File: src/rtl/div_seq.sv
// Multi-cycle radix-2 restoring divider for DIV/DIVU; returns {remainder, quotient}.
// Optional DIV_ZERO_FAST_EN: a zero divisor short-circuits through BYZERO in two cycles.
module div_seq #(
    parameter int WIDTH = 32
) (
    input  logic               clk,
    input  logic               rst,
    input  logic               start_i,
    input  logic               signed_i,
    input  logic [WIDTH-1:0]   opdata1_i,
    input  logic [WIDTH-1:0]   opdata2_i,
    input  logic               annul_i,
    output logic [2*WIDTH-1:0] result_o,
    output logic               ready_o,
    output logic               stall_o
);

    localparam int CW = $clog2(WIDTH) + 1;

`ifdef DIV_ZERO_FAST_EN
    typedef enum logic [1:0] {IDLE = 2'd0, ON = 2'd1, END = 2'd2, BYZERO = 2'd3} state_t;
`else
    typedef enum logic [1:0] {IDLE = 2'd0, ON = 2'd1, END = 2'd2} state_t;
`endif

    state_t           state;
    logic [CW-1:0]    cnt;
    logic [WIDTH-1:0] dvd;      // dividend magnitude, consumed MSB first
    logic [WIDTH-1:0] dvs;      // divisor magnitude
    logic [WIDTH-1:0] rem;
    logic [WIDTH-1:0] quo;
    logic             neg_a;    // signed op with negative dividend
    logic             neg_b;    // signed op with negative divisor

    logic [WIDTH:0]   shifted;
    logic [WIDTH:0]   diff;
    logic             borrow;
    logic [WIDTH-1:0] rem_nxt;
    logic [WIDTH-1:0] quo_nxt;
    logic [WIDTH-1:0] q_fix;
    logic [WIDTH-1:0] r_fix;

    assign stall_o = start_i & ~ready_o;

    // Borrow lands in bit WIDTH because the partial remainder is always below 2*divisor.
    always_comb begin
        shifted = {rem, dvd[WIDTH-1]};
        diff    = shifted - {1'b0, dvs};
        borrow  = diff[WIDTH];
        rem_nxt = borrow ? shifted[WIDTH-1:0] : diff[WIDTH-1:0];
        quo_nxt = {quo[WIDTH-2:0], ~borrow};
        q_fix   = (neg_a ^ neg_b) ? -quo_nxt : quo_nxt;
        r_fix   = neg_a ? -rem_nxt : rem_nxt;
    end

    always_ff @(posedge clk) begin
        if (rst) begin
            state    <= IDLE;
            cnt      <= '0;
            dvd      <= '0;
            dvs      <= '0;
            rem      <= '0;
            quo      <= '0;
            neg_a    <= 1'b0;
            neg_b    <= 1'b0;
            result_o <= '0;
            ready_o  <= 1'b0;
        end else begin
            case (state)
                IDLE: begin
                    if (start_i && !annul_i) begin
                        neg_a <= signed_i & opdata1_i[WIDTH-1];
                        neg_b <= signed_i & opdata2_i[WIDTH-1];
                        dvd   <= (signed_i && opdata1_i[WIDTH-1]) ? -opdata1_i : opdata1_i;
                        dvs   <= (signed_i && opdata2_i[WIDTH-1]) ? -opdata2_i : opdata2_i;
                        rem   <= '0;
                        quo   <= '0;
                        cnt   <= '0;
`ifdef DIV_ZERO_FAST_EN
                        state <= (opdata2_i == '0) ? BYZERO : ON;
`else
                        state <= ON;
`endif
                    end
                end
                ON: begin
                    if (annul_i) begin
                        state <= IDLE;
                    end else begin
                        rem <= rem_nxt;
                        quo <= quo_nxt;
                        dvd <= {dvd[WIDTH-2:0], 1'b0};
                        cnt <= cnt + 1'b1;
                        if (cnt == CW'(WIDTH - 1)) begin
                            state    <= END;
                            result_o <= {r_fix, q_fix};
                            ready_o  <= 1'b1;
                        end
                    end
                end
`ifdef DIV_ZERO_FAST_EN
                BYZERO: begin
                    if (annul_i) begin
                        state <= IDLE;
                    end else begin
                        // re-negating the stored magnitude recovers the raw dividend
                        state    <= END;
                        result_o <= {(neg_a ? -dvd : dvd), {WIDTH{1'b1}}};
                        ready_o  <= 1'b1;
                    end
                end
`endif
                END: begin
                    if (annul_i || !start_i) begin
                        state    <= IDLE;
                        result_o <= '0;
                        ready_o  <= 1'b0;
                    end
                end
                default: state <= IDLE;
            endcase
        end
    end

endmodule

File: config.mk
export PLATFORM = sky130hd
export DESIGN_NAME = div_seq
export DESIGN_NICKNAME = d
export VERILOG_FILES = /design/src/rtl/div_seq.sv
export SDC_FILE = /design/constraint.sdc
export NUM_CORES = 1
export LEC_CHECK = 0
export BUFFER_PORTS_ARGS = -buffer_cell sky130_fd_sc_hd__buf_2
export CORE_UTILIZATION = 44
export DETAILED_ROUTE_END_ITERATION = 8
export PLACE_DENSITY_LB_ADDON = 0.1
export SLEW_MARGIN = 25
export SYNTH_ARGS = -nofsm -noshare
export SYNTH_HDL_FRONTEND = slang
export SYNTH_SLANG_ARGS = --single-unit
File: constraint.sdc
create_clock -name clk -period 13.8 [get_ports clk]
set_input_delay 0.69 -clock clk [delete_from_list [all_inputs] [get_ports clk]]
set_output_delay 0.69 -clock clk [all_outputs]
set_load 0.01 [all_outputs]
=== Word-level counts from Yosys, hierarchy flattened ===
Index checks and enable logic that the tools add are counted.

* Register bits: 202
* Input bits: 69
* Output and inout port bits: 66
* Logic and storage cells: 72

* Add/subtract/negate cells: 6
* Equality and inequality tests: 8
* Multiplexer cells: 29
* Bitwise logic cells: 6
* Reductions and logical operators: 13

{| class="wikitable"
|+ Operators with widths
! operator !! count
|-
| two-way mux 32 bit || 9
|-
| two-way mux 64 bit || 3
|-
| negator 32 bit || 4
|-
| case mux 32 bit (2 select lines) || 2
|-
| case mux 64 bit (2 select lines) || 1
|-
| case mux 31 bit (2 select lines) || 1
|-
| subtractor 33 x 32 -> 33 bit || 1
|-
| two-way mux 31 bit || 1
|-
| two-way mux 6 bit || 2
|-
| case mux 6 bit (2 select lines) || 1
|-
| two-way mux 2 bit || 4
|-
| inequality test 2 bit, second input constant || 4
|-
| adder 6 x 1 -> 6 bit, second input constant || 1
|-
| equality test 6 x 5 -> 1 bit, second input constant || 1
|-
| case mux 2 bit (3 select lines) || 1
|-
| AND reduction 3 bit || 2
|-
| AND reduction 4 bit || 1
|-
| nonzero test 2 bit || 2
|-
| bitwise AND 1 bit || 3
|-
| logical AND 1 bit || 3
|-
| two-way mux 1 bit || 3
|-
| inequality test 3 bit, second input constant || 1
|-
| equality test 2 x 1 -> 1 bit, second input constant || 1
|-
| equality test 2 bit, second input constant || 1
|-
| 7 further kinds || 9
|}

=== Logic depth before layout (Yosys ltp) ===
* Word-level depth: 7
* Gate-level depth with buffers: 26
* Mapped depth without buffers: 23

=== Worst setup path after synthesis ===
Ideal clock, no wire load.

* Kind: register -> register
* Start: register dvd[31]
* End: register result_o[62]
* Setup time: 125 ps
* Arrival: 4,780 ps
* Required time: 13,675 ps
* Slack: 8,895 ps
* Stages on the path, launching flop included: 26
* Buffers on the path: 3
* Period minus slack after synthesis: 4,905 ps
* Cell sequence: dfxtp_1 > inv_1 > ha_1 > inv_1 > fa_1 > a211oi_2 > o211ai_2 > a311oi_2 > nor4_2 > nor3_2 > nor2_8 > inv_2 > buf_6 > buf_2 > buf_1 > o21ai_0 > inv_1 > ha_1 > nand2_1 > nor3_1 > nand4_1 > o31ai_1 > nand2_1 > o41ai_1 > xor2_1 > o21ai_1

* Word-level cells in the longest chain between the ends: 7

{| class="wikitable"
|+ RTL lines
! what !! line !! RTL
|-
| from (decl) || 28 || <nowiki>logic [WIDTH-1:0] dvd;</nowiki>
|-
| from (signal assigned) || 74 || <nowiki>dvd <= (signed_i && opdata1_i[WIDTH-1]) ? -opdata1_i : opdata1_i;</nowiki>
|-
| from (signal assigned) || 92 || <nowiki>dvd <= {dvd[WIDTH-2:0], 1'b0};</nowiki>
|-
| subtractor 33 x 32 -> 33 bit || 48 || <nowiki>diff = shifted - {1'b0, dvs};</nowiki>
|-
| two-way mux 32 bit * || 50 || <nowiki>rem_nxt = borrow ? shifted[WIDTH-1:0] : diff[WIDTH-1:0];</nowiki>
|-
| negator 32 bit || 53 || <nowiki>r_fix = neg_a ? -rem_nxt : rem_nxt;</nowiki>
|-
| two-way mux 32 bit * || 53 ||
|-
| two-way mux 64 bit * || 94 || <nowiki>if (cnt == CW'(WIDTH - 1)) begin</nowiki>
|-
| two-way mux 64 bit * || 87 || <nowiki>if (annul_i) begin</nowiki>
|-
| case mux 64 bit (2 select lines) * || 69 || <nowiki>case (state)</nowiki>
|-
| to (signal assigned) || 96 || <nowiki>result_o <= {r_fix, q_fix};</nowiki>
|-
| to (decl) || 13 || <nowiki>output logic [2*WIDTH-1:0] result_o,</nowiki>
|}

Every way passes the cells marked *; elsewhere a longest branch is shown, timed or not. The select of a mux whose other input is x is not followed.
A chain may end at the register's enable or synchronous reset.

=== Worst setup path after layout ===
Ends and elaborated chain as after synthesis.

==> flow_summary.ini <==
[global_route]
grt_max_degree = 106
grt.overflow.total = 0
grt_pass1_vias = 11044
track_usage_pct = 25.67
grt_pass1_wl_um = 59810
antenna_found_initial = 1

[synth]
syn_inst = 1676
ys_ff_latch = 202
synth-seq-area-share_pct = 32.51
synth-xor-area-share_pct = 9.787
synth_ff_type = dfxtp_1
yosys.cell_types.count = 70
synth.mux.area_fraction_pct = 1.569
synthSimpleGateAreaFrac_pct = 23.89
syn-cell-area_um2 = 12440
synth_compound_area_share_pct = 23.30
postSynthAreaPerCell_um2 = 7.422
synth-edff-count = 0
synth_fp_nets = 1783
yosys_warnings = 0
synth_top_family_by_area = simple AND/OR/NAND/NOR gates
synthAdderAreaFrac_pct = 3.883
async_flop_share_pct = 0

[clocking]
post-cts-setup-buffer-count = 0
clk_path_buf_depth = 3
cts-root-buf = clkbuf_16
clock_latency_ns = 0.53
cts_tree = built
post_cts_resized = 0
numCtsBuffers = 24
cts_max_level = 1
ctsHoldBuffers = 0
clock-sinks = 202
clk_pin_slew_ns = 0.06

[setup_path]
reg2reg_depth = 22
worstSetupEndpointType = register
required_ns = 14.18
crit_chain = inv_1 -> ha_1 -> inv_1 -> fa_1 -> a211oi_2 -> o211ai_2 -> a311oi_2 -> nor4_2 -> nor3_2 -> nor2_8 -> inv_2 -> o21ai_0 -> inv_1 -> ha_1 -> nand2_1 -> nor3_1 -> nand4_1 -> o31ai_1 -> nand2_1 -> o41ai_1 -> xor2_1 -> o21ai_1
slowest_stage = inv_2
worst-r2r-setup-slack_ns = 7.65
crit_arrival_ns = 6.53
critPathLaunchType = register
r2r_start = dvd[31]
critical_path_class = reg2reg
crit_family = simple AND/OR/NAND/NOR gates
r2r-end = result_o[62]
path_buf_inv = 4
slowest_delay_ns = 0.64
cp_common_cell = inv_1
crit_fanout = 47

[sta]
slew_violations = 0
grt_setup_unrepaired = no
hold_viol_final = 0
fin_tns_setup_ns = 0
tightest_slew_ns = 0.9253
setup_viol = 0
finalCriticalPeriod_ns = 6.146
skew_ns = 0.01019
slew_headroom_pct = 37.34
max_freq_ghz = 0.1627
fin_crit_sh_pct = 44.54

[die]
coreArea_um2 = 27780
io_pins = 135
die_h_um = 170.1
fp.dieW_um = 170.1
start_util_pct = 44.78
rows = 61
die_area_um2 = 28950

[finish]
final_cell_mix = nand2_1, dfxtp_1, nor2_1, a21oi_1, buf_2
mostFrequentLayoutCell = nand2_1
fin_cells = 2138
multiInputGateArea_um2 = 7802
fillCellCount = 2875
final_layout_size_suffix_gt1_share_pct = 12.27
final_core_util_pct = 50.83
area_delta_synth_final_pct = 13.53
final-seq-area_um2 = 4044
nets = 1852
insertedDiodeCount = 0

[worst_hold_path]
hold_path_depth = 2
min_from = annul_i
holdPathEnd = state[1]
hold_path.class = in2reg

[detailed_routing]
vias = 12090
dr.pass1.iters = 5
drt_iter0_markers = 870
wl_per_cell_um = 17.34
viasPerCell = 5.655
antenna_left = 0
drcViolationCount = 0
routed_wirelength_um = 37070

[place]
dpl.cell_count = 2096
io_buffers = 134
gp_congestion = 0.8847
dp_hpwl_um = 26870

[pwr]
vdd_drop_max_mv = 0.07699
leakagePower_nw = 5.550
power_density_nw_per_um2 = 105.6

[status]
status = completed

[flow_run]
cap_violations = 0
[final cells by class]
cell class / count / area share (%)
Multi-Input combinational cell: 1316 / 55.25
Timing Repair Buffer: 147 / 5.626
Clock buffer: 32 / 4.891
Inverter: 54 / 1.435
Clock inverter: 9 / 0.8151
Sequential cell: 202 / 28.63
Tap cell: 378 / 3.349
[where the power goes]
group	switching (mW)	total [mW]	internal, mW
clock	0.259	0.646	0.388
sequential	0.00752	0.604	0.597
combinational	0.161	0.241	0.0801
[how the worst max path moves through the flow]
| stage | cells after the start | startpoint | slack (ns) | end |
|---|---|---|---|---|
| 6_report | 22 | dvd[31] | 7.65 | result_o[62] |
| 5_1_grt | 22 | dvd[31] | 6.98 | result_o[62] |
| 4_1_cts | 22 | dvd[31] | 7.78 | result_o[62] |
| 3_5_place_dp | 22 | dvd[31] | 7.79 | result_o[62] |
| 3_3_place_gp | 23 | dvd[31] | 7.99 | result_o[62] |
| 2_1_floorplan | 25 | dvd[31] | 8.89 | result_o[62] |
[worst reg2reg max path, stage by stage (launching register included)]
cell	delay, ns
dfxtp_1	0.34
inv_1	0.07
ha_1	0.15
inv_1	0.05
fa_1	0.43
a211oi_2	0.26
o211ai_2	0.14
a311oi_2	0.37
nor4_2	0.11
nor3_2	0.54
nor2_8	0.26
inv_2	0.66
o21ai_0	0.32
inv_1	0.11
ha_1	0.21
nand2_1	0.06
nor3_1	0.46
nand4_1	0.20
o31ai_1	0.38
nand2_1	0.27
o41ai_1	0.38
xor2_1	0.18
o21ai_1	0.07
[synthesized netlist by cell type (10+ instances only)]
cell type / instances / area, µm²
nand2_1: 244 / 915.9
dfxtp_1: 202 / 4044
nor2_1: 184 / 690.7
a21oi_1: 181 / 905.9
o21ai_0: 87 / 435.4
nand3_1: 82 / 410.4
clkbuf_1: 78 / 292.8
xnor2_1: 77 / 674.4
xor2_1: 62 / 543.0
inv_1: 53 / 198.9
a22oi_1: 42 / 315.3
a211oi_1: 39 / 292.8
ha_1: 37 / 462.9
nor3_1: 33 / 165.2
nor4_1: 21 / 131.4
or3_1: 19 / 118.9
o31ai_1: 17 / 127.6
mux2i_1: 15 / 150.1
nand4_1: 13 / 81.33
buf_2: 12 / 60.06
a311oi_1: 11 / 96.34
buf_1: 11 / 41.29
o211ai_1: 11 / 82.58
o41ai_1: 11 / 96.34
nand2b_1: 10 / 62.56
[registers in the layout, indices dropped and copies added, names as in the netlist]
signal    cells
result_o     64
dvd          32
dvs          32
rem          32
quo          31
cnt           6
state         2
neg_a         1
neg_b         1
ready_o       1
[metrics by stage]
| step | total power [mW] | hold slack, ns | worst slack (ns) | cell area, µm² |
|---|---|---|---|---|
| 2_1_floorplan | 0.7838 | 0.4317 | 8.895 | 12440 |
| 3_3_place_gp | 0.8526 | 0.4321 | 7.986 | 13280 |
| 3_5_place_dp | 0.8541 | 0.4395 | 7.786 | 13290 |
| 4_1_cts | 1.501 | 0.3703 | 7.785 | 14090 |
| 5_1_grt | 1.556 | 0.3901 | 6.984 | 14120 |
| 6_report | 1.491 | 0.3896 | 7.654 | 14120 |
[cells by family after synthesis]
group / Yosys count
xor+xnor: 139
compound gates: 463
buf+inv: 158
fa+ha+maj: 38
mux: 19
flops: 202
simple gates: 657
[per-layer routing]
metal	GRT usage, %	vias to the layer above	routed length (µm)
li1	-	6086	-
met1	36.98	5611	17950
met2	39.04	334	15910
met3	3.721	57	2226
met4	8.226	2	963
met5	0	-	12
Note: power is estimated with default switching activity, not from simulation.
